### config.mk
export PLATFORM = sky130hd
export DESIGN_NAME = vec_cache_ntom_xbar_buf
export DESIGN_NICKNAME = d
export VERILOG_FILES = /design/src/rtl/vec_cache_ntom_xbar_buf.sv
export SDC_FILE = /design/constraint.sdc
export NUM_CORES = 1
export LEC_CHECK = 0
export ABC_CLOCK_PERIOD_IN_PS = 21100
export CAP_MARGIN = 10
export CORE_ASPECT_RATIO = 1.2
export CORE_UTILIZATION = 32
export DETAILED_ROUTE_END_ITERATION = 7
export SLEW_MARGIN = 0
export SYNTH_ARGS = -nofsm -noshare
export SYNTH_HDL_FRONTEND = slang
export SYNTH_SLANG_ARGS = --single-unit
### constraint.sdc
create_clock -name clk -period 21.1 [get_ports clk]
set_input_delay 5.275 -clock clk [delete_from_list [all_inputs] [get_ports clk]]
set_output_delay 5.275 -clock clk [all_outputs]
set_load 0.05 [all_outputs]
### src/rtl/vec_cache_ntom_xbar_buf.sv
`default_nettype none
// ============================================================================
// Module   : vec_cache_ntom_xbar_buf
// Purpose  : N-input to M-output request crossbar with a round-robin arbiter
//            and a registered output FIFO on every bank port.
// Revision : 1.0 - initial release
// ============================================================================
module vec_cache_ntom_xbar_buf #(
  parameter int N          = 8,
  parameter int M          = 4,
  parameter int PLD_WIDTH  = 32,
  parameter int FIFO_DEPTH = 2,
  parameter int SEL_WIDTH  = $clog2(M)
) (
  input  logic                                clk,
  input  logic                                rst_n,
  input  logic [N-1:0]                        in_vld,
  input  logic [PLD_WIDTH-1:0]                in_pld    [N],
  input  logic [SEL_WIDTH-1:0]                in_select [N],
  output logic [N-1:0]                        in_rdy,
  input  logic [M-1:0]                        out_rdy,
  output logic [M-1:0]                        out_vld,
  output logic [PLD_WIDTH-1:0]                out_pld   [M],
  output logic [$clog2(FIFO_DEPTH+1)-1:0]     out_cnt   [M],
  output logic [N-1:0]                        err_sel
);

  localparam int c_IDX_W = (N > 1) ? $clog2(N) : 1;
  localparam int c_CNT_W = $clog2(FIFO_DEPTH + 1);
  localparam int c_AW    = (FIFO_DEPTH > 1) ? $clog2(FIFO_DEPTH) : 1;
  localparam logic [c_CNT_W-1:0] c_FULL = c_CNT_W'(FIFO_DEPTH);

  logic [N-1:0] w_req   [M];
  logic [N-1:0] w_grant [M];
  logic [N-1:0] w_bad;
  logic [N-1:0] r_err_sel;

  // Request matrix; an input matching no output is flagged as a bad select.
  always_comb begin
    for (int j = 0; j < M; j++) w_req[j] = '0;
    w_bad = '0;
    for (int i = 0; i < N; i++) begin
      w_bad[i] = in_vld[i];
      for (int j = 0; j < M; j++) begin
        if (in_vld[i] && (in_select[i] == SEL_WIDTH'(j))) begin
          w_req[j][i] = 1'b1;
          w_bad[i]    = 1'b0;
        end
      end
    end
  end

  always_comb begin
    in_rdy = '0;
    for (int j = 0; j < M; j++) in_rdy = in_rdy | w_grant[j];
  end

  always_ff @(posedge clk or negedge rst_n) begin
    if (!rst_n) r_err_sel <= '0;
    else        r_err_sel <= w_bad;
  end

  assign err_sel = r_err_sel;

  for (genvar j = 0; j < M; j++) begin : g_out
    logic [c_IDX_W-1:0]   r_ptr;
    logic [c_IDX_W-1:0]   w_win;
    logic [c_IDX_W-1:0]   w_ptr_nxt;
    logic                 w_win_vld;
    logic                 w_can_push;
    logic                 w_push;
    logic                 w_pop;
    logic [PLD_WIDTH-1:0] w_push_data;
    logic [PLD_WIDTH-1:0] w_head_nxt;
    logic [PLD_WIDTH-1:0] r_pld;
    logic [PLD_WIDTH-1:0] r_mem [FIFO_DEPTH];
    logic [c_AW-1:0]      r_wptr;
    logic [c_AW-1:0]      r_rptr;
    logic [c_AW-1:0]      w_wptr_inc;
    logic [c_AW-1:0]      w_rptr_inc;
    logic [c_AW-1:0]      w_rptr_nxt;
    logic [c_CNT_W-1:0]   r_cnt;
    logic [c_CNT_W-1:0]   w_cnt_nxt;
    logic                 r_vld;

    // Rotating priority search starting at r_ptr.
    always_comb begin
      int idx;
      idx       = 0;
      w_win     = '0;
      w_win_vld = 1'b0;
      for (int k = 0; k < N; k++) begin
        idx = int'(r_ptr) + k;
        if (idx >= N) idx = idx - N;
        if (!w_win_vld && w_req[j][c_IDX_W'(idx)]) begin
          w_win_vld = 1'b1;
          w_win     = c_IDX_W'(idx);
        end
      end
    end

    // A full FIFO still accepts when its head leaves in the same cycle.
    assign w_can_push  = (r_cnt != c_FULL) || out_rdy[j];
    assign w_push      = rst_n && w_win_vld && w_can_push;
    assign w_pop       = r_vld && out_rdy[j];
    assign w_push_data = in_pld[w_win];
    assign w_grant[j]  = w_push ? ({{(N-1){1'b0}}, 1'b1} << w_win) : '0;
    assign w_ptr_nxt   = (w_win == c_IDX_W'(N - 1)) ? '0 : w_win + 1'b1;

    assign w_wptr_inc  = (r_wptr == c_AW'(FIFO_DEPTH - 1)) ? '0 : r_wptr + 1'b1;
    assign w_rptr_inc  = (r_rptr == c_AW'(FIFO_DEPTH - 1)) ? '0 : r_rptr + 1'b1;
    assign w_rptr_nxt  = w_pop ? w_rptr_inc : r_rptr;
    // The next head is the incoming entry when it lands in the head slot.
    assign w_head_nxt  = (w_push && (r_wptr == w_rptr_nxt)) ? w_push_data
                                                            : r_mem[w_rptr_nxt];

    always_comb begin
      w_cnt_nxt = r_cnt;
      if (w_push && !w_pop)      w_cnt_nxt = r_cnt + 1'b1;
      else if (!w_push && w_pop) w_cnt_nxt = r_cnt - 1'b1;
    end

    always_ff @(posedge clk or negedge rst_n) begin
      if (!rst_n) begin
        r_ptr  <= '0;
        r_wptr <= '0;
        r_rptr <= '0;
        r_cnt  <= '0;
        r_vld  <= 1'b0;
        r_pld  <= '0;
      end else begin
        if (w_push) begin
          r_ptr  <= w_ptr_nxt;
          r_wptr <= w_wptr_inc;
        end
        r_rptr <= w_rptr_nxt;
        r_cnt  <= w_cnt_nxt;
        r_vld  <= (w_cnt_nxt != '0);
        // Holding r_pld when the FIFO drains keeps the last read entry visible.
        if (w_cnt_nxt != '0) r_pld <= w_head_nxt;
      end
    end

    always_ff @(posedge clk) begin
      if (w_push) r_mem[r_wptr] <= w_push_data;
    end

    assign out_vld[j] = r_vld;
    assign out_pld[j] = r_pld;
    assign out_cnt[j] = r_cnt;
  end

endmodule
`default_nettype wire

# After elaboration in Yosys (flattened, before gate mapping)
# Memory sizes are Yosys's and may differ from the RTL's. A register that Yosys moved wholly into a read port is not among the register bits.
# Cells that the tools add are included.
[totals]
ramBits = 256
wordCells = 656
mem_count = 4
output_inout_bits = 156
in_bits = 286
register_bits = 40
[classes]
addsub = 80
n_bitwise = 7
mux = 304
n_lt_le_gt_ge = 68
reduce_logical = 136
n_eq_ne = 32
n_shift = 4
[memory_table]
columns = ["memory", "words", "word_bits", "rd", "rd_ports_with_merged_regs", "write_ports", "line", "text"]
rows = [
  ["g_out[0].r_mem", 2, 32, 1, 1, 1, "76", "logic [PLD_WIDTH-1:0] r_mem [FIFO_DEPTH];"],
  ["g_out[1].r_mem", 2, 32, 1, 1, 1, "76", ""],
  ["g_out[2].r_mem", 2, 32, 1, 1, 1, "76", ""],
  ["g_out[3].r_mem", 2, 32, 1, 1, 1, "76", ""],
]
[ops]
columns = ["op", "n"]
rows = [
  ["binary-select mux 32 bit (select 3 bit)", 4],
  ["two-way mux 32 bit", 8],
  ["two-way mux 3 bit", 68],
  ["two-way mux 1 bit", 180],
  ["< comparator 3 x 5 -> 1 bit, second input constant", 32],
  ["greater-or-equal comparator 4 bit, second input constant", 32],
  ["binary-select mux 1 bit (select 3 bit)", 32],
  ["subtractor 3 x 1 -> 3 bit, second input constant", 32],
  ["logical AND 1 bit", 80],
  ["adder 3 x 3 -> 4 bit, second input constant", 16],
  ["zero test 1 bit", 40],
  ["adder 3 x 2 -> 4 bit, second input constant", 8],
  ["equality test 2 bit, second input constant", 16],
  ["two-way mux 8 bit", 4],
  ["left shift 1 x 3 -> 8 bit, first input constant", 4],
  ["bitwise OR 8 bit", 3],
  ["adder 3 x 1 -> 4 bit, second input constant", 4],
  ["equality test 2 x 1 -> 1 bit, second input constant", 8],
  ["greater-or-equal comparator 3 x 4 -> 1 bit, second input constant", 4],
  ["zero test 2 bit", 8],
  ["two-way mux 2 bit", 8],
  ["NOT 3 -> 4 bit", 4],
  ["adder 3 x 1 -> 3 bit, second input constant", 4],
  ["equality test 3 bit, second input constant", 4],
  ["other kinds (6)", 28],
]

# Depth between registers and ports, before layout
[depth]
ltp_word = 35
mapped_depth = 21
mapped_depth_nobuf = 17

# Worst setup path after synthesis
# OpenSTA, ideal clock, no wires.
[synth_timing]
path_type = "input -> output"
start = "input port in_select[7] (netlist bit)"
end = "output port in_rdy[4]"
required_ps = 15825
t_arrival_ps = 9715
cell_stages = 13
setup_slack_ps = 6110
n_path_buf = 4
cell_sequence = "clkbuf_2 > nor3b_1 > mux2i_1 > mux4_2 > nand2_1 > o22ai_1 > a22o_1 > a21oi_1 > inv_1 > buf_2 > buf_4 > clkbuf_1 > o311ai_0"
[synth_between]
elab_chain_cells = 34
word_cells_on_any_way = 247
classes_between = "eq/ne: 3; shift: 4; mux: 168; bitwise: 3; reduce/logical: 69"
[synth_lines]
columns = ["item", "line", "text"]
rows = [
  ["start, declared", "19", "input logic [SEL_WIDTH-1:0] in_select [N],"],
  ["equality test 2 x 1 -> 1 bit / zero test 2 bit (equally long branches)", "45", "if (in_vld[i] && (in_select[i] == SEL_WIDTH'(j))) begin"],
  ["logical AND 1 bit", "45", ""],
  ["two-way mux 1 bit", "45", ""],
  ["binary-select mux 1 bit (select 3 bit)", "95", "if (!w_win_vld && w_req[j][c_IDX_W'(idx)]) begin"],
  ["two-way mux 1 bit (implied by the code) (2 in a row)", "95", ""],
  ["two-way mux 1 bit", "95", ""],
  ["zero test 1 bit", "95", ""],
  ["logical AND 1 bit", "95", ""],
  ["(+15 left out)", "n/a", ""],
  ["two-way mux 1 bit", "95", ""],
  ["zero test 1 bit", "95", ""],
  ["logical AND 1 bit", "95", ""],
  ["two-way mux 1 bit", "95", ""],
  ["logical AND 1 bit (2 in a row)", "104", "assign w_push = rst_n && w_win_vld && w_can_push;"],
  ["two-way mux 8 bit", "107", "assign w_grant[j] = w_push ? ({{(N-1){1'b0}}, 1'b1} << w_win) : '0;"],
  ["bitwise OR 8 bit (2 in a row)", "55", "for (int j = 0; j < M; j++) in_rdy = in_rdy | w_grant[j];"],
  ["bitwise OR 8 bit (*)", "55", ""],
  ["end, declared", "20", "output logic [N-1:0] in_rdy,"],
]
# Mark *: on every way between the ends. The rest lies on a longest branch, timed or not. The select of a mux whose other input is x is not followed.

# Worst setup path after layout
[layout_timing]
start = "input port in_vld[6]"
end = "output port in_rdy[7]"
[layout_between]
elab_chain_cells = 33
word_cells_on_any_way = 243
classes_between = "shift: 4; mux: 168; bitwise: 3; reduce/logical: 68"
[layout_lines]
columns = ["item", "line", "text"]
rows = [
  ["start, declared", "17", "input logic [N-1:0] in_vld,"],
  ["logical AND 1 bit", "45", ""],
  ["two-way mux 1 bit", "45", ""],
  ["binary-select mux 1 bit (select 3 bit)", "95", ""],
  ["two-way mux 1 bit (implied by the code) (2 in a row)", "95", ""],
  ["two-way mux 1 bit", "95", ""],
  ["zero test 1 bit", "95", ""],
  ["logical AND 1 bit", "95", ""],
  ["two-way mux 1 bit", "95", ""],
  ["(+14 left out)", "n/a", ""],
  ["two-way mux 1 bit", "95", ""],
  ["zero test 1 bit", "95", ""],
  ["logical AND 1 bit", "95", ""],
  ["two-way mux 1 bit", "95", ""],
  ["logical AND 1 bit (2 in a row)", "104", ""],
  ["two-way mux 8 bit", "107", ""],
  ["bitwise OR 8 bit (2 in a row)", "55", ""],
  ["bitwise OR 8 bit (*)", "55", ""],
]
# Marks and branches as above.

==> metrics.txt <==
Post-DRT Antenna Nets=0; Syn-to-layout area delta=22.03%; worst-margin pin slew=1.279 ns; Filler cells=9931; Final Routed Wirelength=142400 um; largest net degree at the start of global routing=102; post_cts resized=0; WP data arrival=10.80 ns; Yosys warning count=0; first-pass GRT wire length=203800 um; Max Cap Viol=0; crit end category=primary output; top sig layer=met5; Yosys reg bits=424; vias=29950; DRC=0; DR pass1 iterations=6; Setup-failing EPs final=0; Post-Synthesis Cell Area=~33000 um^2; vias per std cell=5.921; Gate Count Post-Synth=3408; crit path launch type=input pin; Max Slew Vio Count=0; Die W=roughly 290 um; antenna violations before repair=32; clk_skew=0.02219 ns; WL met3=12340 um; WP data required=15.83 ns; Post-synth EDFFs=roughly 260; period utilization=76.18%; total die area=103000 um^2; Total GRT Usage=26.75%; WHS=0.4792 ns; later-pin clock latency in the skew report=0.63 ns; area of the multi-input gates=19330 um^2; RSZ-0062 raised after global routing=no; CTS root buf=clkbuf_16; I/O Pins=442; Clock transition at path regs=0.06 ns; met1 wire length=56780 um; worst setup path class=in2out; Die Span Y=351.4 um; TNS Setup=0 ns; Hold Crit Class=reg2reg; Synth async-reset ratio=39.62%; hpwl dp=101300 um; Final Hold Fails=0; 1st-iter DRT viols=3658; register area=11900 um^2; share of cells above drive strength 1=10.86%; clk buf depth=3; Setup Fix Bufs, Post-CTS=0; total core area=roughly 100000 um^2; Tmin final=16.07 ns; mean routed wirelength per cell=~28 um; post-synthesis sequential area ratio=36.52%; I/O Buffers=441; status=finished, final reports clean; Post-CTS Hold Buffers=0; H-tree depth=2; nets=slightly below 4000; Synth Flop Type=edfxtp_1; metal2 WL=~67000 um; mean post-synth cell area=9.555 um^2; RePlAce Congestion=0.9198; distinct cell type count after synthesis=91; vias in the first global route=28440; Worst slew margin=12.50%; CTS sink count=between 400 and 500; row count=about 130; Max Fclk=62.21 MHz; Starting Density=32.43%; GR Overflow Total=0; CTS tree=done; Num CTS Buffers=48; CP Max Fanout=41
-- placed cells by master, fill, tap and decap left out, types with 86 or more instances in the layout --
| master | n |
|---|---|
| edfxtp_1 | 256 |
| nor2_1 | 130 |
| o22ai_1 | 128 |
| mux2_2 | 86 |
| o21ai_0 | 300 |
| nand2_1 | 488 |
| nand3_1 | 89 |
| mux2i_1 | 575 |
| dfrtp_1 | 167 |
| clkdlybuf4s50_1 | 440 |
-- critical path, stage by stage --
cell and delay [ns]:
clkdlybuf4s50_1 0.58, nor3b_1 0.81, mux2i_1 0.36, a211o_1 0.40, nand2_1 0.16, o21ai_0 0.19
a2bb2oi_4 0.18, buf_4 0.57, inv_2 0.58, ha_1 0.41, a222oi_1 0.31, o21ai_0 0.14
clkdlybuf4s50_1 0.79
-- cell usage after synthesis (24+ instances only) --
cell / count / area (um^2)
mux2i_1: 575 / 5756
clkbuf_1: 179 / 671.9
o2111ai_1: 31 / 271.5
nor2_1: 136 / 510.5
a31o_2: 32 / 280.3
o21ai_0: 300 / 1501
dfrtp_1: 168 / 4204
a311o_1: 26 / 260.3
a32o_1: 36 / 360.4
nand2_1: 491 / 1843
o22ai_1: 129 / 807.0
buf_2: 95 / 475.5
a221oi_1: 26 / 227.7
a222oi_1: 24 / 240.2
ha_1: 27 / 337.8
inv_1: 73 / 274.0
o211ai_2: 29 / 362.9
o21ai_1: 24 / 120.1
a21oi_1: 48 / 240.2
nand3_1: 90 / 450.4
edfxtp_1: 256 / 7687
mux4_2: 52 / 1171
mux2_2: 86 / 968.4
nand2b_1: 48 / 300.3
and2_1: 41 / 256.5
a211oi_1: 42 / 315.3
-- final timing paths --
path / slack [ns] / cells after the start / endpoint / from
setup / recovery: 5.03 / 13 / in_rdy[7] / in_vld[6]
hold / removal: 0.48 / 2 / g_out[1].r_pld[26]$_DFFE_PN0P_ / g_out[1].r_pld[26]$_DFFE_PN0P_
setup reg to reg: 13.90 / 14 / g_out[0].r_pld[23]$_DFFE_PN0P_ / g_out[0].r_ptr[0]$_DFFE_PN0P_
hold reg to reg: 0.48 / 2 / g_out[1].r_pld[26]$_DFFE_PN0P_ / g_out[1].r_pld[26]$_DFFE_PN0P_
max in group asynchronous: 14.62 / 3 / g_out[2].r_vld$_DFF_PN0_ / rst_n
min in group asynchronous: 4.50 / 1 / g_out[3].r_cnt[1]$_DFF_PN0_ / rst_n
-- final cells by class --
class | instances | share of cell area, %
flip-flops and latches | 424 | 29.93
multi-input cells | 2594 | 48.63
repair buffers | 504 | 12.31
inverters | 80 | 0.7746
clock buffers | 73 | 3.489
clock inverters | 17 | 0.5164
diodes | 12 | 0.07557
well taps | 1354 | 4.263
-- layer usage --
layer | GRT usage, % | vias to the layer above
li1 | - | 13380
met1 | 33.62 | 14910
met2 | 44.06 | 1345
met3 | 6.352 | 278
met4 | 10.84 | 44
met5 | 0 | -
-- logic make-up after synthesis --
family,share of synthesized area [%]
xor gates and xnor gates,0.8031
adders and majority gates,1.037
other,0.01152
and+or+nand+nor,12.85
AOI/OAI and AO/OA,19.13
muxes,24.31
buffers and inverters,5.333
DFF,36.52
-- stage by stage --
stage / worst slack, ns / std cells / area, um^2 / util, %
3_5_place_dp: 5.076 / 4956 / 38120 / 37.95
3_3_place_gp: 5.097 / 4956 / 38120 / 37.95
2_1_floorplan: 6.110 / 3415 / 32590 / -
4_1_cts: 5.054 / 5046 / 39710 / 39.54
5_1_grt: 4.645 / 5048 / 39710 / 39.54
6_report: 5.026 / 5058 / 39740 / 39.57
-- flip-flops by register name, summed over array words and instances (netlist names) --
signal and cells:
g_out.r_wptr 4, g_out.r_mem 256, g_out.r_vld 4, g_out.r_rptr 4, g_out.r_ptr 12, g_out.r_pld 128
err_sel 8, g_out.r_cnt 8
Power is left out: the tool's default activity adds up to more than one toggle a clock period on the data nets, which glitch-free logic cannot reach.
